--- src/rtl/oc8051_psw_ctx.sv ---
// oc8051_psw_ctx: PSW context save/restore engine.
// Pushes PSW[7:1] on interrupt entry and, on RETI, pops the entry and writes
// it back to the PSW SFR through the SFR write port (parity bit is recomputed
// by the PSW register, so bit 0 is never stored and always written as 0).
// Optional feature macro: OC8051_PSW_CTX_BANKSW_EN -- after each accepted save
// an extra PSW write selects the register bank given on bank_new.
module oc8051_psw_ctx #(
  parameter int unsigned DEPTH    = 2,
  parameter logic [7:0]  PSW_ADDR = 8'hD0
) (
  input  logic       clk,
  input  logic       rst,
  input  logic [7:0] psw_in,
  input  logic       save,
  input  logic       restore,
  input  logic [1:0] bank_new,
  input  logic       wr_ack,
  input  logic       clr_err,
  output logic       wr,
  output logic       wr_bit,
  output logic [7:0] wr_addr,
  output logic [7:0] data_out,
  output logic       busy,
  output logic [2:0] depth,
  output logic       ovf,
  output logic       unf
);

  localparam int unsigned EW    = 7;  // stored entry width (PSW[7:1])
  localparam int unsigned CW    = 3;  // depth counter width
  localparam int unsigned SLOTS = 8;  // storage slots addressable by the counter

`ifdef OC8051_PSW_CTX_BANKSW_EN
  typedef enum logic [1:0] {S_IDLE, S_POP, S_WRITE, S_BSW} state_e;
`else
  typedef enum logic [1:0] {S_IDLE, S_POP, S_WRITE} state_e;
`endif

  state_e          state_q;
  logic [EW-1:0]   stack_q [SLOTS];
  logic [EW-1:0]   data_q;
  logic [CW-1:0]   depth_q;
  logic            wr_q;
  logic            pending_q;
  logic            ovf_q;
  logic            unf_q;

  logic            full_c;
  logic            empty_c;
  logic            start_c;
  logic            push_c;
  logic            pop_c;
  logic            ovf_set_c;
  logic            unf_set_c;
  logic [CW-1:0]   pop_idx_c;

  // Event decode: push/pop legality and error conditions for this cycle
  always_comb begin
    full_c    = (depth_q == CW'(DEPTH));
    empty_c   = (depth_q == '0);
    start_c   = (state_q == S_IDLE) && !save && (restore || pending_q);
    push_c    = save && !full_c;
    pop_c     = start_c && !empty_c;
    ovf_set_c = save && full_c;
    unf_set_c = (start_c && empty_c) || (restore && !start_c && pending_q);
    pop_idx_c = depth_q - CW'(1);
  end

  // Context storage; contents are don't-care after reset, so no reset here
  always_ff @(posedge clk) begin
    if (push_c) stack_q[depth_q] <= psw_in[7:1];
  end

  // Control FSM, depth counter, pending restore and sticky error flags
  always_ff @(posedge clk or negedge rst) begin
    if (!rst) begin
      state_q   <= S_IDLE;
      data_q    <= '0;
      depth_q   <= '0;
      wr_q      <= 1'b0;
      pending_q <= 1'b0;
      ovf_q     <= 1'b0;
      unf_q     <= 1'b0;
    end else begin
      ovf_q <= ovf_set_c || (ovf_q && !clr_err);
      unf_q <= unf_set_c || (unf_q && !clr_err);

      // A started restore consumes one request; a second concurrent one stays queued
      if (start_c) begin
        pending_q <= restore && pending_q && !empty_c;
      end else if (restore && !pending_q) begin
        pending_q <= 1'b1;
      end

      // Pop and push never coincide: a pop requires save to be low
      if (pop_c) begin
        depth_q <= pop_idx_c;
      end else if (push_c) begin
        depth_q <= depth_q + CW'(1);
      end

      case (state_q)
        S_IDLE: begin
          if (pop_c) begin
            state_q <= S_POP;
            data_q  <= stack_q[pop_idx_c];
          end
`ifdef OC8051_PSW_CTX_BANKSW_EN
          else if (push_c) begin
            state_q <= S_BSW;
            wr_q    <= 1'b1;
            data_q  <= {psw_in[7:5], bank_new, psw_in[2:1]};
          end
`endif
        end
        S_POP: begin
          state_q <= S_WRITE;
          wr_q    <= 1'b1;
        end
`ifdef OC8051_PSW_CTX_BANKSW_EN
        S_WRITE, S_BSW: begin
`else
        S_WRITE: begin
`endif
          if (wr_ack) begin
            state_q <= S_IDLE;
            wr_q    <= 1'b0;
          end
        end
        default: begin
          state_q <= S_IDLE;
          wr_q    <= 1'b0;
        end
      endcase
    end
  end

  // Inputs not consumed in every build are folded into a sink
`ifdef OC8051_PSW_CTX_BANKSW_EN
  logic unused_in;
  assign unused_in = psw_in[0];
`else
  logic unused_in;
  assign unused_in = ^{bank_new, psw_in[0]};
`endif

  // Output drive, all derived directly from flops
  assign wr       = wr_q;
  assign wr_bit   = 1'b0;
  assign wr_addr  = wr_q ? PSW_ADDR : 8'h00;
  assign data_out = {data_q, 1'b0};
  assign busy     = (state_q != S_IDLE) || pending_q;
  assign depth    = depth_q;
  assign ovf      = ovf_q;
  assign unf      = unf_q;

endmodule

--- config.mk ---
export PLATFORM = sky130hd
export DESIGN_NAME = oc8051_psw_ctx
export DESIGN_NICKNAME = d
export VERILOG_FILES = /design/src/rtl/oc8051_psw_ctx.sv
export SDC_FILE = /design/constraint.sdc
export NUM_CORES = 1
export LEC_CHECK = 0
export ABC_AREA = 1
export CORE_ASPECT_RATIO = 0.9
export CORE_MARGIN = 2
export CORE_UTILIZATION = 65
export CTS_BUF_LIST = sky130_fd_sc_hd__clkbuf_8
export CTS_CLUSTER_SIZE = 25
export DETAILED_ROUTE_END_ITERATION = 6
export DONT_BUFFER_PORTS = 1
export HOLD_SLACK_MARGIN = 0.12
export PLACE_DENSITY = 0.93
export SLEW_MARGIN = 30
export SYNTH_ARGS = -nofsm -noshare
export SYNTH_HDL_FRONTEND = slang
export SYNTH_SLANG_ARGS = --single-unit
--- constraint.sdc ---
create_clock -name clk -period 2.7 [get_ports clk]
set_clock_uncertainty 0.15 [all_clocks]
set_input_delay 0.27 -clock clk [delete_from_list [all_inputs] [get_ports clk]]
set_output_delay 0.27 -clock clk [all_outputs]
set_load 0.005 [all_outputs]
==> summary by stage, run 1 <==
Synthesis
The largest area contributor in the synthesized netlist is edfxtp_1. For this run, the number of Yosys warnings is 0. A synthesized cell averages just over 10 um2. For this run, the leading register cell type out of synthesis is edfxtp_1.

Synthesis inferred roughly 70 register bits. The synthesized netlist contains 26 unique library cells. The sequential fraction of the synthesis area is 63.1%. By count the netlist is led by 105 x nand2_1, 56 x edfxtp_1, 47 x inv_1, 47 x nand3_1, 16 x dfrtp_1. After synthesis, the largest area contributor takes up about half of total cell area. The number of flops mapped to enable cells by yosys is 56.

Yosys attributes the largest share of cell area to edfxtp_1 51%, dfrtp_1 12%, nand2_1 12%. Counting flops with an async set or reset pin after synthesis yields a share of 22.2%. The leading cell type by number of instances after synthesis is nand2_1. The gate count after technology mapping is approximately 330.

In this run the cell area of the synthesized design comes to 3300 um2.

Critical path
STA puts the critical path data arrival time at 2.06 ns. The largest single stage delay on the critical path is 0.69 ns. The combined buffer and inverter count along the critical path is 3.

The category of the critical setup timing path is register to register. STA classifies the critical path endpoint as a register. The most common cell type on the critical path is nand2_1. The top fanout value on the critical path is 8.

Among all stages on the critical path, the largest delay is contributed by dfrtp_1. The required time of the critical path is approximately 2.6 ns. STA classifies the critical path startpoint as a register. The gate family responsible for the most delay along the worst path is flip-flops. The critical path goes through inv_4, nand2_1, nand2_2, inv_1, nand2_1, nor2_1, buf_4.

Drt
The number of detailed-routing iterations run before antenna repair is 5. The routed wire length per instance is 15.2 um. The total routed wirelength is 6.37 mm. The detailed-route DRC error count is 0. The routed layout has 2,219 vias. The number of design-rule violations left by the first detailed-router iteration is 169. The detailed-route vias per instance is 5.31.

In this run the remaining antenna-violating nets after routing total 0.

Placement
Once placement completed, the tool counted placed cells totaling 388. Routability-driven placement finished with a final weighted congestion of 0.821. After legalization and detailed placement, the total HPWL measured 4.01 mm. Buffers placed on the I/O ports in this run total 0.

Clock network
At the later pin of the worst-skew pair, clock insertion delay measures 0.35 ns. The number of gates resized after CTS was 0. CTS placed an instance of clkbuf_8 at the clock tree root.

The clock passes through at most 2 buffers. The total setup buffers inserted after CTS is 0. The CTS tree is built.

The total clock buffers created by CTS is 9. The H-tree depth is 3. The total clock sinks is 72. Clock-pin slew was measured on the worst setup and hold paths at 0.07 ns.

Timing
The count of endpoints failing setup in the final report is 0. Setup repair after global routing left no endpoint under its margin. The tightest hold path in the finished design has a slack of 0.220 ns. The actual slew at the worst max-slew pin is 0.683 ns. The final cycle utilization of the critical path is between 70% and 80%. Timing would allow up to roughly 0.47 GHz.

The count of pins over their slew limit is 0. The worst pin sits at a relative slew slack of a little over half. The setup TNS after final layout is 0 ns. The minimum clock period is 2.14 ns. The final-report hold violation count is 0.

Die
The number of placement rows is 24. The die width is 79.1 um. For this configuration, the core starts out at a cell density of 67.9%. The die covers between 5000 and 6000 um2.

The count of pins on the block boundary is 40. The standard cell core area is 4860 um2. The die is 71.6 um tall.

Finish
The number of diodes added for antenna fixing is 0. The net count reported at finish is 368. For this run, the number of standard cells in the final layout without fillers is 418. The share of post-route cells with drive strength above 1 is 11.3%. Relative to the synthesized area, the layout overhead comes to 11.5%.

Power and ir drop
The maximum VDD drop is 0.000852 V. The ratio of total power to cell area is 1090 nW/um2. The switching part of the total power is 40.0%.

The clock share of power is between 20% and 30%. The completed layout was analyzed and its total power is between 3 and 4 mW. The portion of total power attributed to sequential cells is roughly two fifths. Combinational cells account for between 30% and 40% of the total power.

The analysis attributes to cell leakage a power of approximately 1.7 nW. The switching power is 1.60 mW. The internal power is 2.40 mW.

GRT
Across every metal layer, demand over resource in global routing totals 25.0%. The number of antenna violations at the first check in global routing is 0. The first global-routing pass estimated 10.0 mm of wire. The total congestion overflow after global routing is 0. Entering global routing, the biggest net connects 33 pins. The number of global-route vias before repair is 2,157.

Worst hold path
The path class of the tightest hold or removal check is input port to register.

Flow run
The tool flagged a number of max-cap violations equal to 0.

Run status
The run finished with clean final reports.
==> worst min-delay path, delay by kind of cell <==
kind          cells  cell delay, ns
simple gates      4            0.41
==> flip-flops by register name, indices dropped and copies added, names as in the netlist <==
name       flops
stack_q       56
data_q         7
depth          3
state_q        2
ovf            1
pending_q      1
unf            1
wr             1
==> layout by cell type (no fill, tap or decap), types with 2 or more instances in the layout <==
| cell | synthesis | routed |
|---|---|---|
| buf_4 | 10 | 11 |
| clkbuf_8 | 0 | 9 |
| clkinvlp_4 | 0 | 2 |
| conb_1 | 1 | 7 |
| dfrtp_1 | 16 | 16 |
| dlygate4sd3_1 | 0 | 14 |
| edfxtp_1 | 56 | 56 |
| ha_1 | 4 | 4 |
| inv_1 | 47 | 48 |
| inv_2 | 3 | 3 |
| inv_4 | 2 | 2 |
| inv_6 | 0 | 2 |
| nand2_1 | 105 | 105 |
| nand2_2 | 2 | 2 |
| nand3_1 | 47 | 47 |
| nor2_1 | 9 | 9 |
| o21ai_0 | 3 | 3 |
==> timing repair <==
action                     4_1_cts  5_1_grt
setup endpoints to repair        0        0
hold buffers                    14        0
hold endpoints to repair        86        0
==> routing by layer <==
metal | wire [um] | track usage (%) | vias up
met1 | 2390 | 29.6 | 1026
met2 | 3150 | 40.2 | 107
met5 | 0 | 0 | -
met3 | 647 | 9.57 | 21
li1 | - | - | 1065
met4 | 183 | 12.6 | 0
==> cell families after synthesis <==
logic type	count (synthesis)	synth area share, %
DFF	72	63.1
xor gates and xnor gates	3	1.59
AOI/OAI and AO/OA	6	1.21
adders and majority gates	4	1.52
other	1	0.114
and+or+nand+nor	168	22.1
buffers and inverters	73	10.4
==> path summary, 6_finish.rpt <==
| kind | slack (ns) | to | startpoint | cells past startpoint |
|---|---|---|---|---|
| max reg2reg | 0.56 | stack_q[4][2] | depth[2] | 7 |
| max | 0.56 | stack_q[4][2] | depth[2] | 7 |
| min reg2reg | 0.33 | state_q[1] | state_q[1] | 1 |
| min | 0.22 | data_q[3] | restore | 4 |
| min in group asynchronous | 0.25 | data_q[0] | rst | 1 |
| max in group asynchronous | 1.72 | data_q[2] | rst | 1 |
==> final cells by class <==
cell class                 instances  area, um2
clock inverter                     7       71.3
tap                               65       81.3
inverter                          52        200
clock buffer                       9        124
fill                             320       1180
multi-input combinational        188        900
timing repair buffer              25        223
sequential                        72       2080
==> power groups by stage <==
stage / Combinational (mW) / Sequential, mW / Clock (mW)
finish: 1.60 / 1.59 / 0.816
global route: 1.77 / 1.61 / 0.866
CTS: 1.59 / 1.58 / 0.833
detailed placement: 1.52 / 1.61 / 0
global placement: 1.43 / 1.59 / 0
floorplan: 1.24 / 1.55 / 0
==> through the flow <==
stage / cell area (um2) / setup WS (ns) / util, %
floorplan: 3320 / 0.680 / -
global placement: 3350 / 0.670 / 68.8
detailed placement: 3350 / 0.593 / 68.8
CTS: 3680 / 0.569 / 75.7
global route: 3680 / 0.438 / 75.7
finish: 3680 / 0.555 / 75.7
Note: power is estimated with default switching activity, not from simulation.
==> run 2: changes to the inputs <==
Clock period 2.7 ns to 1.99 ns, I/O delays scaled along.
==> run 2 against run 1 <==
  * Core utilization grew 3.0 points
  * Sequential power is 33% higher
  * Flip-flop and latch count unchanged
  * Total power increased by 50%
  * First-iteration DRC count grew 4.1%
  * Hold slack lost 0.053 ns
  * Combinational power increased by 48%
  * Non-clock buffer count up 9
  * Die area stayed put
  * Critical path type unchanged
  * Critical endpoint is now stack_q[5][0]
  * Largest power group unchanged
==> summary by stage, run 2 (same netlist as run 1, synthesis figures left out) <==
Finish
The post-route non-filler standard cell count is 427 (+2.2%). Leaving out fill and tap cells, the most frequent cells in the layout are 105 x nand2_1, 56 x edfxtp_1, 47 x nand3_1, 46 x inv_1, 19 x buf_4. The net count reported at finish is 377 (+2.4%).

The most common library cell in the layout ignoring fill and taps is nand2_1. The share of post-route cells with drive strength above 1 is 14.6% (+3.3 points). The number of diodes added for antenna fixing is 0 (unchanged). The number of flip-flops under the largest register name is 56 (unchanged). The post-route core utilization is 78.7% (+3.0 points).

The area growth from synthesis to layout is 16.0%. Ranked by flip-flop count, first place goes to stack_q.

Critical path
The required time of the critical path is 1.90 ns (-0.72 ns). The arrival time at the worst endpoint was 1.85 ns (-0.21 ns). The type of origin of the critical path is a register. The kind of capture point of the worst setup path is a register. By startpoint and endpoint, the worst setup path is classified as register to register. The top fanout value on the critical path is 6 (-2).

Placement
The routability congestion estimate from global placement was 0.863 (+5.1%). The number of cells after detailed placement is 396 (+2.1%). The number of port buffers was 0 (unchanged). The HPWL after detailed placement is 4.34 mm (+8.2%).

Clock network
The master cell of the clock root buffer is clkbuf_8. The clock insertion delay at the later pin of the skew report is 0.36 ns (about the same). The total clock sinks was 72 (unchanged). The clock-pin transition on the worst setup and hold timing paths came to 0.07 ns (about the same). The H-tree depth is 3 (unchanged). The maximum clock path buffer count is 2 (unchanged). TritonCTS built the clock tree. The total clock buffers created by CTS is 9 (unchanged).

Drt
The number of design-rule violations left by the first detailed-router iteration is 176 (+4.1%). The number of detailed-routing iterations run before antenna repair was 4 (-1). The detailed-route DRC error count is 0 (unchanged). The routed wire length per instance was 15.8 um (+3.8%). The total routed wirelength was 6.75 mm (+6.1%). The number of routed nets with antenna violations is 0 (unchanged). The detailed-route vias per instance is 5.37 (+1.2%). The total via count in the routed design is 2,294 (+3.4%).

Die
The initial core utilization came to 67.9% (unchanged). The count of pins on the block boundary was 40 (unchanged). The die width is 79.1 um (unchanged). The area of the die was 5670 um2 (unchanged).

The number of placement rows is 24 (unchanged). The die span in y is 71.6 um (unchanged). The standard cell core area was 4860 um2 (unchanged).

Worst hold path
The path class of the tightest hold or removal check is input port to asynchronous set/reset pin.

Timing
The achievable frequency came to 0.517 GHz (+11%). The actual slew at the worst max-slew pin is 0.676 ns (-0.00709 ns). The count of pins over their slew limit is 0 (unchanged).

The normalized max-slew margin came to 54.8% (+0.47 points). The final cycle utilization of the critical path is 97.3% (+18 points). The minimum clock period came to 1.94 ns (-0.210 ns). The final-report hold violation count is 0 (unchanged). The count of endpoints failing setup in the final report is 0 (unchanged). Setup repair after global routing could not meet its margin everywhere.

GRT
The largest net degree at the start of global routing is 33 (unchanged). The global router's overall resource usage came to 26.4% (+1.4 points). The number of antenna violations at the first check in global routing is 0 (unchanged). The number of global-route vias before repair is 2,330 (+8.0%).

The wire length of the first global-routing pass is 10.5 mm (+5.0%). The total congestion overflow after global routing came to 0 (unchanged).

Power and ir drop
The switching power is 2.24 mW (+40%). The ratio of total power to cell area is 1560 nW/um2 (+44%). The maximum VDD drop is 0.00106 V (+24%). The total leakage power was 1.75 nW (+4.8%). The clock share of power is 25.0% (+4.6 points). The portion of total power attributed to sequential cells is 35.5% (-4.1 points). The internal power is 3.73 mW (+56%). The switching part of the total power came to 37.5% (-2.5 points). The overall power is 5.98 mW (+50%). The combinational share of power was 39.5% (-0.4 points).

Flow run
The number of max-capacitance violations reported is 0 (unchanged).

Run status
The run finished with clean final reports.
run 2: cell types whose count changed in the layout (fill, tap and decap cells not counted):
cell,previous run,this run
buf_4,11,19
buf_6,0,1
bufinv_16,1,4
clkinv_1,0,1
clkinv_2,1,0
clkinvlp_4,2,0
dfrtp_1,16,15
dfrtp_2,0,1
inv_1,48,46
inv_2,3,4
nor2_1,9,7
nor2_2,0,2
run 2: timing repair:
item / in CTS / in global routing
setup endpoints to repair: 0 / 46
buffers inserted: 0 / 1
gates resized for setup: 0 / 5
hold buffers: 14 / 0
endpoints found under the hold margin: 88 / 0
run 2: area by class of cell:
| class | instances | area [um2] |
|---|---|---|
| multi-input combinational | 188 | 905 |
| clock buffer | 9 | 124 |
| tap | 65 | 81.3 |
| timing repair buffer | 34 | 294 |
| sequential | 72 | 2080 |
| fill | 279 | 1040 |
| inverter | 52 | 200 |
| clock inverter | 7 | 141 |
run 2: final timing paths:
| path | cells past startpoint | end | slack (ns) | from |
|---|---|---|---|---|
| worst max-delay path | 7 | stack_q[5][0] | 0.05 | depth[1] |
| worst min-delay path | 1 | state_q[0] | 0.17 | rst |
| worst max register to register | 7 | stack_q[5][0] | 0.05 | depth[1] |
| worst min register to register | 1 | wr | 0.35 | state_q[1] |
| max in group asynchronous | 1 | depth[1] | 1.05 | rst |
| min in group clk | 1 | wr | 0.35 | state_q[1] |
run 2: per-layer routing:
metal  part of all wire, %  wire, um  global-route usage, %
met4                   1.1        74                   14.0
met3                    10       676                   10.5
met2                    52      3530                   44.9
met1                    37      2470                   28.6
met5                     0         0                      0
run 2: stage by stage:
| step | instance area [um2] | TNS, ns | hold WS, ns | setup WS (ns) |
|---|---|---|---|---|
| after detailed placement | 3410 | 0 | -0.246 | 0.0669 |
| final | 3830 | 0 | 0.167 | 0.0547 |
| after floorplan | 3320 | -1.61 | -0.247 | -0.0296 |
| after global placement | 3410 | 0 | -0.246 | 0.162 |
| after global routing | 3830 | -0.0162 | 0.211 | -0.00438 |
| after CTS | 3810 | 0 | 0.168 | 0.0156 |
run 2: power by group through the flow:
stage               Clock [mW]  Combinational (mW)  Sequential [mW]
floorplan                    0                1.68             2.11
global placement             0                2.08             2.13
detailed placement           0                2.22             2.15
CTS                       1.51                2.31             2.12
global route              1.56                2.56             2.15
finish                    1.49                2.36             2.12
run 2: worst max-delay path, cell delays in order, from the launching register on:
cell and delay, ns:
dfrtp_2 0.46, ha_1 0.24, nand2_1 0.10, nand2_2 0.11, inv_2 0.10, nand2_1 0.11, nor2_1 0.18, buf_4 0.20
